===== src/rtl/vga_sync_gen.sv =====
// VGA raster timing generator: counts pixels/lines on rising edges of a sampled pixel clock
// and produces zero-skew registered syncs. Optional frame counter enabled by VGA_FRAME_CNT_EN.
module vga_sync_gen #(
    parameter int H_ACTIVE = 640,
    parameter int H_FP     = 16,
    parameter int H_SYNC   = 96,
    parameter int H_BP     = 48,
    parameter int V_ACTIVE = 480,
    parameter int V_FP     = 10,
    parameter int V_SYNC   = 2,
    parameter int V_BP     = 33
) (
    input  logic       master_clk,
    input  logic       rst,
    input  logic       pixel_clk,
    output logic [9:0] hcount,
    output logic [9:0] vcount,
    output logic       hsync,
    output logic       vsync,
    output logic       active,
    output logic       frame_start,
    output logic [7:0] frame_count
);

    // One spare bit so sums like H_ACTIVE+H_FP+H_SYNC compare without wrapping.
    localparam int CW = 11;
    localparam logic [CW-1:0] H_TOTAL  = CW'(H_ACTIVE + H_FP + H_SYNC + H_BP);
    localparam logic [CW-1:0] V_TOTAL  = CW'(V_ACTIVE + V_FP + V_SYNC + V_BP);
    localparam logic [CW-1:0] H_ACT    = CW'(H_ACTIVE);
    localparam logic [CW-1:0] V_ACT    = CW'(V_ACTIVE);
    localparam logic [CW-1:0] HS_START = CW'(H_ACTIVE + H_FP);
    localparam logic [CW-1:0] HS_END   = CW'(H_ACTIVE + H_FP + H_SYNC);
    localparam logic [CW-1:0] VS_START = CW'(V_ACTIVE + V_FP);
    localparam logic [CW-1:0] VS_END   = CW'(V_ACTIVE + V_FP + V_SYNC);

    logic          r_pix_d;
    logic [9:0]    r_hcount;
    logic [9:0]    r_vcount;
    logic          r_hsync;
    logic          r_vsync;
    logic          r_active;
    logic          r_frame_start;

    logic          w_tick;
    logic          w_h_wrap;
    logic          w_v_wrap;
    logic [9:0]    w_h_next;
    logic [9:0]    w_v_next;
    logic [CW-1:0] w_h_next_ext;
    logic [CW-1:0] w_v_next_ext;

    assign w_tick = pixel_clk & ~r_pix_d;

    // NOTE: every signal gets a value on every path through always_comb, so no latch is inferred.
    always_comb begin
        w_h_wrap     = ({1'b0, r_hcount} == H_TOTAL - CW'(1));
        w_v_wrap     = ({1'b0, r_vcount} == V_TOTAL - CW'(1));
        w_h_next     = w_h_wrap ? 10'd0 : r_hcount + 10'd1;
        w_v_next     = r_vcount;
        if (w_h_wrap) begin
            w_v_next = w_v_wrap ? 10'd0 : r_vcount + 10'd1;
        end
        w_h_next_ext = {1'b0, w_h_next};
        w_v_next_ext = {1'b0, w_v_next};
    end

    // Syncs are decoded from the next counts so they land on the same edge as the counts.
    // NOTE: state registers use non-blocking assignments so all flops update from pre-edge values.
    always_ff @(posedge master_clk or negedge rst) begin
        if (!rst) begin
            r_pix_d       <= 1'b1;
            r_hcount      <= 10'd0;
            r_vcount      <= 10'd0;
            r_hsync       <= 1'b1;
            r_vsync       <= 1'b1;
            r_active      <= 1'b1;
            r_frame_start <= 1'b0;
        end else begin
            r_pix_d       <= pixel_clk;
            r_frame_start <= 1'b0;
            if (w_tick) begin
                r_hcount      <= w_h_next;
                r_vcount      <= w_v_next;
                r_hsync       <= !((w_h_next_ext >= HS_START) && (w_h_next_ext < HS_END));
                r_vsync       <= !((w_v_next_ext >= VS_START) && (w_v_next_ext < VS_END));
                r_active      <= (w_h_next_ext < H_ACT) && (w_v_next_ext < V_ACT);
                r_frame_start <= w_h_wrap & w_v_wrap;
            end
        end
    end

`ifdef VGA_FRAME_CNT_EN
    logic [7:0] r_frame_count;

    always_ff @(posedge master_clk or negedge rst) begin
        if (!rst) begin
            r_frame_count <= 8'd0;
        end else if (w_tick && w_h_wrap && w_v_wrap) begin
            r_frame_count <= r_frame_count + 8'd1;
        end
    end

    assign frame_count = r_frame_count;
`else
    assign frame_count = 8'd0;
`endif

    assign hcount      = r_hcount;
    assign vcount      = r_vcount;
    assign hsync       = r_hsync;
    assign vsync       = r_vsync;
    assign active      = r_active;
    assign frame_start = r_frame_start;

endmodule


===== config.mk =====
export PLATFORM = sky130hd
export DESIGN_NAME = vga_sync_gen
export DESIGN_NICKNAME = d
export VERILOG_FILES = /design/src/rtl/vga_sync_gen.sv
export SDC_FILE = /design/constraint.sdc
export NUM_CORES = 1
export LEC_CHECK = 0
export CAP_MARGIN = 10
export CORE_MARGIN = 3
export CORE_UTILIZATION = 35
export CTS_CLUSTER_SIZE = 8
export DETAILED_ROUTE_END_ITERATION = 7
export MAX_ROUTING_LAYER = met4
export SYNTH_ARGS = -nofsm -noshare
export SYNTH_HDL_FRONTEND = slang
export SYNTH_SLANG_ARGS = --single-unit

===== constraint.sdc =====
create_clock -name master_clk -period 2.7 [get_ports master_clk]
set_clock_uncertainty 0.2 [all_clocks]
set_input_delay 0.27 -clock master_clk [delete_from_list [all_inputs] [get_ports master_clk]]
set_output_delay 0.27 -clock master_clk [all_outputs]
set_load 0.1 [all_outputs]

[Word level (Yosys, flattened, before mapping)]
Cells that the tools add are included.
Cells by class
  $lt $le $gt $ge: 6
  equal/unequal tests: 2
  muxes and demuxes: 4
  $add $sub $neg: 2
  bitwise gates (word level): 3
  reductions and logical operators: 5
Operator list (count)
  10-bit two-way mux: 3
  10-bit by 1-bit adder with 10-bit output (second input constant): 2
  10-bit equality test (second input constant): 2
  10-bit less-than comparator (second input constant): 2
  10-bit by 9-bit less-than comparator with 1-bit output (second input constant): 2
  10-bit greater-or-equal comparator (second input constant): 1
  10-bit by 9-bit greater-or-equal comparator with 1-bit output (second input constant): 1
  1-bit logical AND: 3
  1-bit bitwise AND: 2
  1-bit logical NOT: 2
  1-bit two-way mux: 1
  1-bit NOT: 1
Storage, ports and cells
  input port bits: 3
  logic and storage cells: 29
  register bits after elaboration: 25
  output and inout bits: 32

[Logic depth before layout (Yosys ltp)]
Gate-level depths: netlist (run 1).
  depth after elaboration: 6
  depth in mapped cells: 8
  mapped depth without buffers: 8

[Worst setup path before layout (run 1)]
No wires, ideal clock.
  kind: flip-flop to flip-flop
  start point: reg r_hcount[0] (netlist: hcount[0])
  end point: reg r_active (netlist: active)
  path slack: -0.071 ns
  required time: 2.420 ns
  arrival time: 2.491 ns
  clock period less this slack: 2.771 ns
  cell stages (with the launch flop): 9
  cells stage by stage: dfrtp_1 -> ha_1 -> and4_1 -> and3_4 -> buf_6 -> nand2_2 -> xnor2_2 -> o2111ai_1 -> a32o_1
Between the ends
  word-level cells in the longest chain between the ends: 4
RTL lines
  start, declared: line 37  | logic [9:0] r_hcount;
  start signal, assigned: line 82  | r_hcount <= w_h_next;
  10-bit by 1-bit adder with 10-bit output or 10-bit equality test (tied branches): line 58, 56
  10-bit two-way mux, on equally long branches: line 58, 60
  10-bit less-than comparator or 10-bit by 9-bit less-than comparator with 1-bit output (tied branches): line 86  | r_active <= (w_h_next_ext < H_ACT) && (w_v_next_ext < V_ACT);
  1-bit logical AND (*): line 86
  end signal, assigned: line 86
  end, declared: line 41  | logic r_active;
Every way passes the cells marked *; elsewhere a longest branch is shown, timed or not.
A chain may end at the register's enable or synchronous reset.

[Worst setup path in the final report (run 1)]
  start point: reg r_hcount[0] (netlist: hcount[0])
  end point: reg r_vsync (netlist: vsync)
Between the ends
  word-level cells in the longest chain between the ends: 5
RTL lines
  10-bit equality test (*): line 56  | w_h_wrap = ({1'b0, r_hcount} == H_TOTAL - CW'(1));
  10-bit two-way mux (*): line 60  | if (w_h_wrap) begin
  10-bit by 9-bit greater-or-equal comparator with 1-bit output or 10-bit by 9-bit less-than comparator with 1-bit output (tied branches): line 85  | r_vsync <= !((w_v_next_ext >= VS_START) && (w_v_next_ext < VS_END));
  1-bit logical AND (*): line 85
  1-bit logical NOT (*): line 85
  end signal, assigned: line 85
  end, declared: line 40  | logic r_vsync;
Marks and branches as above.

==> out/results.tsv, run 1 <==
stage	metric	value	unit
clock_tree	Setup Buffers After CTS	0	
synthesis	Seq/Total Area, Yosys	0.387	
place	gp weighted congestion	0.893	
place	placed cell areas	0.00182	mm²
layout	share of cells above drive strength 1	0.234	
grt	initial antenna violation count	0	
place	port buffer count	26	
synthesis	Synth Instances	181	
synthesis	most frequent cell after synthesis	nand2_1	
die	die footprint	0.00551	mm²
worst_setup_path	CP Capture Type	flop	
power	clock power share	0.166	
synthesis	top cell type by total area after synthesis	dfrtp_1	
routing	Vias	1381	
flow_run	Max Cap Viol	0	
layout	area grow syn2layout	14.5	%
timing	worst-margin pin slew	0.545	ns
worst_hold_path	worst hold path type	input pin to asynchronous set/reset pin	
synthesis	Synth cell types	50	
grt	grt total ovfl	0	
synthesis	Post-synth top cells	nand2_1 (25), dfrtp_1 (21), o21ai_0 (15)	
synthesis	Async S/R FF share, synth	1.00	
die	DIE HEIGHT	74.2	µm
clock_tree	hold_buf cts	0	
clock_tree	total CTS buffers	3	
routing	Routed WL	3840	µm
worst_setup_path	worst setup path class	flop to flop	
power	sw frac	0.520	
routing	Final ANT Viol Nets	0	
layout	Seq. cell area	633	µm²
timing	fin crit share	0.820	
power	Seq pwr share	0.376	
grt	number of global-route vias before repair	1297	
timing	endpoints failing hold	0	
synthesis	Synth Register Bits	25	
routing	post-route DRC violation count	0	
routing	DRT iter0 DRCs	98	
power	Sw Pwr	712	µW
layout	Multi-input gate area	880	µm²
timing	RSZ-0062 raised after global routing	false	
grt	GRT Total Usage	0.157	
synthesis	cell area after synthesis	0.00163	mm²
timing	final setup TNS	0	ns
power	Int Power	657	µW
grt	first-pass GRT wire length	6560	µm
worst_setup_path	Startpoint Class	flop	
worst_setup_path	worst reg2reg path depth	7	
worst_setup_path	r2r endpoint	vsync	
power	PD cells	734	mW/mm²
layout	Inserted Diodes	0	
synthesis	Synth Flop Type	dfrtp_1	
die	core area	0.00441	mm²
grt	largest net degree at the start of global routing	26	
power	Pleak	0.000795	µW
die	Rows	24	
clock_tree	clk buf depth	2	
layout	Final Cell Area	0.00187	mm²
clock_tree	Clock Latency Late Sink	0.27	ns
worst_setup_path	Worst Path Arrival	2.22	ns
clock_tree	Gates resized, CTS repair	0	
layout	Nets	213	
clock_tree	H-tree depth	1	
clock_tree	Sink Count	25	
layout	final core utilization	0.423	
synthesis	synth top area cells	dfrtp_1 (32%), dfstp_2 (6.5%), nand2_1 (5.8%)	
clock_tree	Reg clk slew, reported paths	0.09	ns
synthesis	Post-synth EDFFs	0	
synthesis	synthesized area per cell	9.00	µm²
run_status	outcome	complete, no violations	
timing	relative slew slack	0.636	
timing	Pins Over Slew Limit	0	
power	Max VDD drop	0.267	mV
timing	Setup Viol. Count Final	0	
clock_tree	TritonCTS clock tree	built	
routing	Detailed Routing Iterations Pass 1	4	
worst_setup_path	R2R Setup Slk	0.49	ns
clock_tree	Root Buffer	clkbuf_8	
layout	Filler cells	477	
worst_setup_path	worst r2r src	hcount[0]	
die	num ports	35	
routing	Vias/cell	5.37	
worst_setup_path	Worst Path Max Fanout	12	
synthesis	synth warn	0	
synthesis	post-synth top area share	0.323	
timing	f_max	0.452	GHz
routing	WL/cell	15.0	µm
timing	fin crit period	2.21	ns
place	DPL Wire Length	2840	µm
die	Initial Util	0.369	
die	die width	74.2	µm
worst_setup_path	Worst Path Required	2.71	ns
power	logic gate share of total power	0.458	
==> kinds of logic (layout without fill, tap and decap cells) <==
kind of cell / after synthesis / in the layout / share of synthesized area
compound gates: 38 / 38 / 0.147
xor+xnor: 9 / 9 / 0.0530
fa+ha+maj: 4 / 4 / 0.0307
buf+inv: 20 / 37 / 0.0891
flops: 25 / 25 / 0.387
mux: 2 / 2 / 0.0131
other cells: 1 / 8 / 0.00230
simple gates: 82 / 82 / 0.277
==> cell usage in the layout, fill, tap and decap left out, drive strengths merged, types with 2 or more instances in the layout <==
master,netlist,layout
a21o,2,2
a21oi,6,6
and3,4,4
and3b,2,2
and4,3,3
buf,16,28
clkbuf,1,3
clkdlybuf4s50,0,2
conb,1,8
dfrtp,21,21
dfstp,4,4
ha,4,4
inv,3,3
nand2,26,26
nand3,14,14
nand4,4,4
nand4b,2,2
nor2,14,14
nor2b,2,2
nor3,4,4
nor4b,2,2
o21ai,16,16
o31ai,4,4
xnor2,4,4
xor2,5,5
==> area by class of cell <==
type | count | share of cell area
Clock buffer | 3 | 0.0221
Tap cell | 52 | 0.0349
Multi-Input combinational cell | 143 | 0.471
Timing Repair Buffer | 30 | 0.123
Clock inverter | 1 | 0.00268
Sequential cell | 25 | 0.339
Inverter | 3 | 0.00604
==> routing by layer <==
metal  part of all wire  global-route usage  wire length [µm]  vias up
li1                   -                   -                 -      681
met1               0.52               0.245              1980      664
met2               0.43               0.215              1660       32
met3              0.043              0.0203               166        4
met4             0.0099              0.0356                38        0
met5                  0                   -                 0        -
==> per-stage QoR <==
stage	worst slack, ns	instances	hold WS (ns)	total power, µW
2_1_floorplan	0.0375	188	-0.226	1040
6_report	0.487	257	0.164	1370
4_1_cts	0.484	257	0.170	1380
3_3_place_gp	0.399	253	0.316	1140
5_1_grt	0.297	257	0.204	1440
3_5_place_dp	0.414	253	0.313	1150
==> worst max-delay path, cell delays in order, from the launching register on <==
cell and delay [ns]:
dfrtp_2 0.42, ha_1 0.23, and4_1 0.29, and3_4 0.29, and4_1 0.20, o21ai_1 0.07, a211o_1 0.30, o22a_1 0.15
==> worst max path at each step <==
stage	start	to	slack, ns	cells after the start
after floorplan	vcount[1]	vsync	0.04	8
after global placement	pixel_clk	vcount[5]	0.40	5
after detailed placement	pixel_clk	vcount[8]	0.41	6
after CTS	hcount[0]	vsync	0.48	7
after global routing	hcount[0]	vcount[8]	0.30	7
final	hcount[0]	vsync	0.49	7
==> state kept, by name, summed over array words and instances, names as in the netlist <==
| register | count |
|---|---|
| active | 1 |
| frame_start | 1 |
| hcount | 10 |
| vcount | 10 |
| vsync | 1 |
| r_pix_d | 1 |
| hsync | 1 |
==> power groups by stage <==
stage / Combinational [µW] / Clock [µW] / Sequential, µW
floorplan: 212 / 0 / 824
global placement: 624 / 0 / 520
detailed placement: 628 / 0 / 521
CTS: 629 / 240 / 514
global route: 661 / 252 / 531
finish: 627 / 227 / 515
Power figures use the tool's default switching activity.
==> run 2, diff against run 1 <==
clock period = 2.1 ns   (was 2.7 ns; I/O delays follow)
==> out/results.tsv, run 2 (synthesis gave the netlist of run 1 again) <==
stage	metric	value	unit	change
run_status	outcome	complete, no violations		
timing	endpoints failing hold	0		unchanged
clock_tree	total CTS buffers	3		unchanged
timing	fin crit share	0.995		+0.175
worst_setup_path	cell mode on critical path	buf_4		
worst_setup_path	CP Capture Type	flop		
grt	grt total ovfl	0		unchanged
power	PD cells	837	mW/mm²	+14%
die	num ports	35		unchanged
power	Int Power	931	µW	+42%
layout	commonest non-fill, non-tap cells in the layout	buf_4 (51), nand2_1 (25), o21ai_0 (15)		
timing	Setup Viol. Count Final	0		unchanged
grt	initial antenna violation count	0		unchanged
layout	Filler cells	406		-15%
routing	WL/cell	14.7	µm	-1.9%
worst_setup_path	crit-path cells	buf_4, ha_1, buf_4, a21o_1, a21oi_1, o2111ai_2, a32o_1		
clock_tree	Reg clk slew, reported paths	0.09	ns	about the same
grt	number of global-route vias before repair	1264		-2.5%
place	Placed Instances	270		+6.7%
clock_tree	Sink Count	25		unchanged
worst_setup_path	slowest CP cell	dfrtp_4		
power	clock power share	0.156		-0.010
layout	Final Cell Area	0.00222	mm²	+19%
place	port buffer count	26		unchanged
clock_tree	Clock Latency Late Sink	0.26	ns	about the same
grt	GRT Total Usage	0.149		-0.00859
place	DPL Wire Length	2880	µm	+1.5%
clock_tree	clk buf depth	2		unchanged
die	core area	0.00441	mm²	unchanged
die	die width	74.2	µm	unchanged
place	placed cell areas	0.00204	mm²	+12%
routing	Detailed Routing Iterations Pass 1	4		unchanged
worst_setup_path	worst reg2reg path depth	7		unchanged
layout	Nets	240		+13%
worst_setup_path	Startpoint Class	flop		
routing	DR WL met3	184	µm	+11%
flow_run	Max Cap Viol	0		unchanged
routing	Vias/cell	5.30		-1.3%
worst_setup_path	Worst Path Max Fanout	7		-5
routing	Top Metal Used	met4		
layout	Post-Layout Cell Count	284		+11%
clock_tree	Root Buffer	clkbuf_8		
routing	Routed WL	4160	µm	+8.4%
worst_setup_path	worst setup path class	flop to flop		
timing	fin crit period	2.09	ns	-0.124 ns
power	Pleak	0.000926	µW	+17%
routing	metal1 wirelength	2030	µm	+2.1%
clock_tree	H-tree depth	1		unchanged
routing	met2 WL	1920	µm	+16%
timing	RSZ-0062 raised after global routing	true		
timing	Pins Over Slew Limit	0		unchanged
layout	share of cells above drive strength 1	0.431		+0.197
power	logic gate share of total power	0.493		+0.035
layout	area grow syn2layout	36.6	%	
timing	hold slack	0.0972	ns	-0.0664 ns
power	Sw Pwr	931	µW	+31%
routing	Final ANT Viol Nets	0		unchanged
die	Rows	24		unchanged
die	Initial Util	0.369		unchanged
grt	first-pass GRT wire length	6320	µm	-3.7%
routing	post-route DRC violation count	0		unchanged
power	sw frac	0.500		-0.0199
place	gp weighted congestion	0.931		+4.2%
power	Max VDD drop	0.612	mV	+130%
worst_setup_path	Worst Path Arrival	2.09	ns	-0.13 ns
worst_setup_path	Max stage delay on crit path	0.53	ns	+0.11 ns
grt	largest net degree at the start of global routing	26		unchanged
timing	f_max	0.479	GHz	+5.9%
power	Seq pwr share	0.351		-0.025
die	die footprint	0.00551	mm²	unchanged
layout	most common cell after layout, fill and taps aside	buf_4		
die	DIE HEIGHT	74.2	µm	unchanged
worst_setup_path	Worst Path Required	2.10	ns	-0.61 ns
clock_tree	TritonCTS clock tree	built		
layout	final core utilization	0.504		+0.0813
routing	DRT iter0 DRCs	117		+19%
routing	Vias	1506		+9.1%
worst_hold_path	worst hold path type	input pin to asynchronous set/reset pin		
layout	Inserted Diodes	0		unchanged
[run 2: cell count changes in the layout (fill, tap and decap cells not counted), moves of 2 or more]
cell / change
a21oi_1: -2
buf_12: +3
buf_4: +23
dfrtp_1: -17
dfrtp_2: +8
dfrtp_4: +9
ha_1: -2
ha_4: +2
inv_1: -2
inv_4: +2
[run 2: layout make-up]
type | count | area (µm²) | area share
repair buffers | 56 | 463 | 0.208
inverters | 3 | 16.3 | 0.00731
clock buffers | 4 | 45.0 | 0.0202
flip-flops and latches | 25 | 677 | 0.304
well taps | 52 | 65.1 | 0.0292
multi-input cells | 144 | 958 | 0.431
[run 2: stage by stage]
step / worst slack, ns / power, µW / TNS, ns
after detailed placement: -0.0393 / 1550 / -0.0393
after CTS: 0.00227 / 1840 / 0
after global routing: -0.0823 / 1950 / -0.251
final: 0.0110 / 1860 / 0
after floorplan: -0.182 / 1370 / -0.524
after global placement: -0.0477 / 1540 / -0.0477
[run 2: worst max-delay path: cells and delay by family (launching register included)]
family,cells,cell delay (ns)
flip-flops,1,0.53
AO/OA/AOI/OAI,4,0.76
adder cells (fa/ha/maj),1,0.21
buffers and inverters,2,0.32
[run 2: final timing paths]
path,slack [ns],from,endpoint
setup reg to reg,0.01,vcount[0],active
setup / recovery,0.01,vcount[0],active
hold reg to reg,0.34,vcount[8],vcount[8]
min in group master_clk,0.28,pixel_clk,r_pix_d
max in group asynchronous,1.30,rst,vsync
hold / removal,0.1,rst,hcount[6]
[run 2: what timing repair did]
action	in CTS	in global routing
hold buffers	0	0
cloned	0	1
buffers inserted	4	5
setup endpoints to repair	1	3
pin swaps	1	12
gates resized for setup	1	14
[run 2: power groups by stage]
stage	clock (µW)	sequential [µW]	combinational (µW)
6_report	290	654	918
5_1_grt	315	665	969
4_1_cts	298	653	891
3_5_place_dp	0	663	884
3_3_place_gp	0	662	880
2_1_floorplan	0	1090	273
[run 2: per-layer routing]
layer  up-vias  GRT usage
li1        734          -
met1       728      0.233
met2        42      0.208
met3         2     0.0176
met4         0     0.0237
met5         -          -
==> run 3, diff against run 2 <==
clock period = 2.12 ns   (was 2.1 ns; I/O delays follow)
==> out/results.tsv, run 3 (synthesis gave the netlist of run 1 again) <==
stage	metric	value	unit	change
die	core area	0.00441	mm²	unchanged
grt	initial antenna violation count	0		unchanged
worst_setup_path	Worst Path Arrival	2.04	ns	-0.05 ns
flow_run	Max Cap Viol	0		unchanged
clock_tree	H-tree depth	1		unchanged
die	die width	74.2	µm	unchanged
run_status	outcome	complete, no violations		
layout	area grow syn2layout	26.9	%	
grt	largest net degree at the start of global routing	26		unchanged
routing	Vias	1428		-5.2%
timing	fin crit period	2.04	ns	-0.0517 ns
timing	f_max	0.491	GHz	+2.5%
grt	number of global-route vias before repair	1311		+3.7%
grt	first-pass GRT wire length	6590	µm	+4.3%
power	Max VDD drop	0.649	mV	+5.9%
clock_tree	TritonCTS clock tree	built		
layout	Nets	227		-5.4%
timing	fin crit share	0.961		-0.0338
power	Power, Total	1800	µW	-3.6%
clock_tree	Reg clk slew, reported paths	0.09	ns	about the same
grt	GRT Total Usage	0.160		+0.0112
worst_setup_path	Startpoint Class	flop		
place	DPL Wire Length	2980	µm	+3.3%
grt	grt total ovfl	0		unchanged
layout	Inserted Diodes	0		unchanged
worst_hold_path	worst hold path type	input pin to asynchronous set/reset pin		
place	port buffer count	26		unchanged
routing	post-route DRC violation count	0		unchanged
timing	final setup TNS	0	ns	unchanged
die	num ports	35		unchanged
worst_setup_path	worst setup path class	flop to flop		
routing	DRT iter0 DRCs	71		-39%
layout	Post-Layout Cell Count	271		-4.6%
layout	final core utilization	0.468		-0.0357
timing	Pins Over Slew Limit	0		unchanged
clock_tree	total CTS buffers	3		unchanged
die	die footprint	0.00551	mm²	unchanged
clock_tree	clk buf depth	2		unchanged
power	Pleak	0.000847	µW	-8.6%
layout	share of cells above drive strength 1	0.393		-0.0383
place	gp weighted congestion	0.912		-2.1%
die	DIE HEIGHT	74.2	µm	unchanged
power	PD cells	868	mW/mm²	+3.8%
clock_tree	Sink Count	25		unchanged
timing	endpoints failing hold	0		unchanged
routing	WL/cell	14.6	µm	-0.26%
routing	Vias/cell	5.27		-0.63%
timing	RSZ-0062 raised after global routing	true		
routing	Final ANT Viol Nets	0		unchanged
timing	Setup Viol. Count Final	0		unchanged
die	Initial Util	0.369		unchanged
place	placed cell areas	0.00196	mm²	-4.0%
worst_setup_path	Worst Path Required	2.13	ns	+0.03 ns
clock_tree	Root Buffer	clkbuf_8		
routing	Detailed Routing Iterations Pass 1	5		+1
worst_setup_path	CP Capture Type	flop		
layout	most common cell after layout, fill and taps aside	buf_4		
worst_setup_path	Worst Path Max Fanout	5		-2
layout	commonest non-fill, non-tap cells in the layout	buf_4 (41), nand2_1 (25), o21ai_0 (15)		
clock_tree	Clock Latency Late Sink	0.27	ns	about the same
place	Placed Instances	264		-2.2%
layout	Final Cell Area	0.00207	mm²	-7.1%
die	Rows	24		unchanged
routing	Routed WL	3960	µm	-4.8%
-- run 3: area by class of cell --
| cell class | instances | area (µm²) |
|---|---|---|
| Fill cell | 444 | 2350 |
| Multi-Input combinational cell | 144 | 938 |
| Sequential cell | 25 | 677 |
| Timing Repair Buffer | 43 | 328 |
| Tap cell | 52 | 65.1 |
| Clock buffer | 4 | 45.0 |
| Inverter | 3 | 13.8 |
-- run 3: routing by layer --
metal | GRT usage | routed length [µm] | vias up
li1 | - | - | 708
met1 | 0.242 | 2020 | 677
met2 | 0.221 | 1700 | 38
met3 | 0.0230 | 197 | 5
met4 | 0.0435 | 50 | 0
met5 | - | 0 | -
-- run 3: final timing paths --
kind                                  end  slack [ns]      start  depth (start not counted)
worst max-delay path                vsync        0.08  hcount[5]                          6
min in group master_clk           r_pix_d        0.18  pixel_clk                          1
worst min register to register      hsync        0.33      hsync                          1
max in group asynchronous          active        1.32        rst                          2
worst max register to register      vsync        0.08  hcount[5]                          6
worst min-delay path            hcount[7]        0.11        rst                          2
-- run 3: worst max-delay path, stage by stage (launching register included) --
cell,delay (ns)
dfrtp_4,0.49
nor4b_4,0.34
and3_4,0.27
and4_1,0.18
o21ai_1,0.09
a211o_1,0.26
o22a_1,0.15
-- run 3: metrics by stage --
step	hold WS, ns	worst slack (ns)
3_5_place_dp	0.316	-0.0165
5_1_grt	0.151	-0.00310
2_1_floorplan	-0.284	-0.162
6_report	0.109	0.0827
4_1_cts	0.116	0.0109
3_3_place_gp	0.315	-0.0140
-- run 3: power by group --
group / internal (µW) / total, µW / switching [µW] / leakage, µW
registers: 562 / 670 / 108 / 0.000283
logic: 190 / 838 / 648 / 0.000541
clock network: 135 / 287 / 153 / 0.0000228
total: 887 / 1800 / 908 / 0.000847
-- run 3: timing repair --
item	in CTS	in global routing
gates resized for setup	1	10
endpoints found under the setup margin	1	7
buffers inserted	0	2
cloned	0	1
hold buffers	0	0
pin swaps	0	5
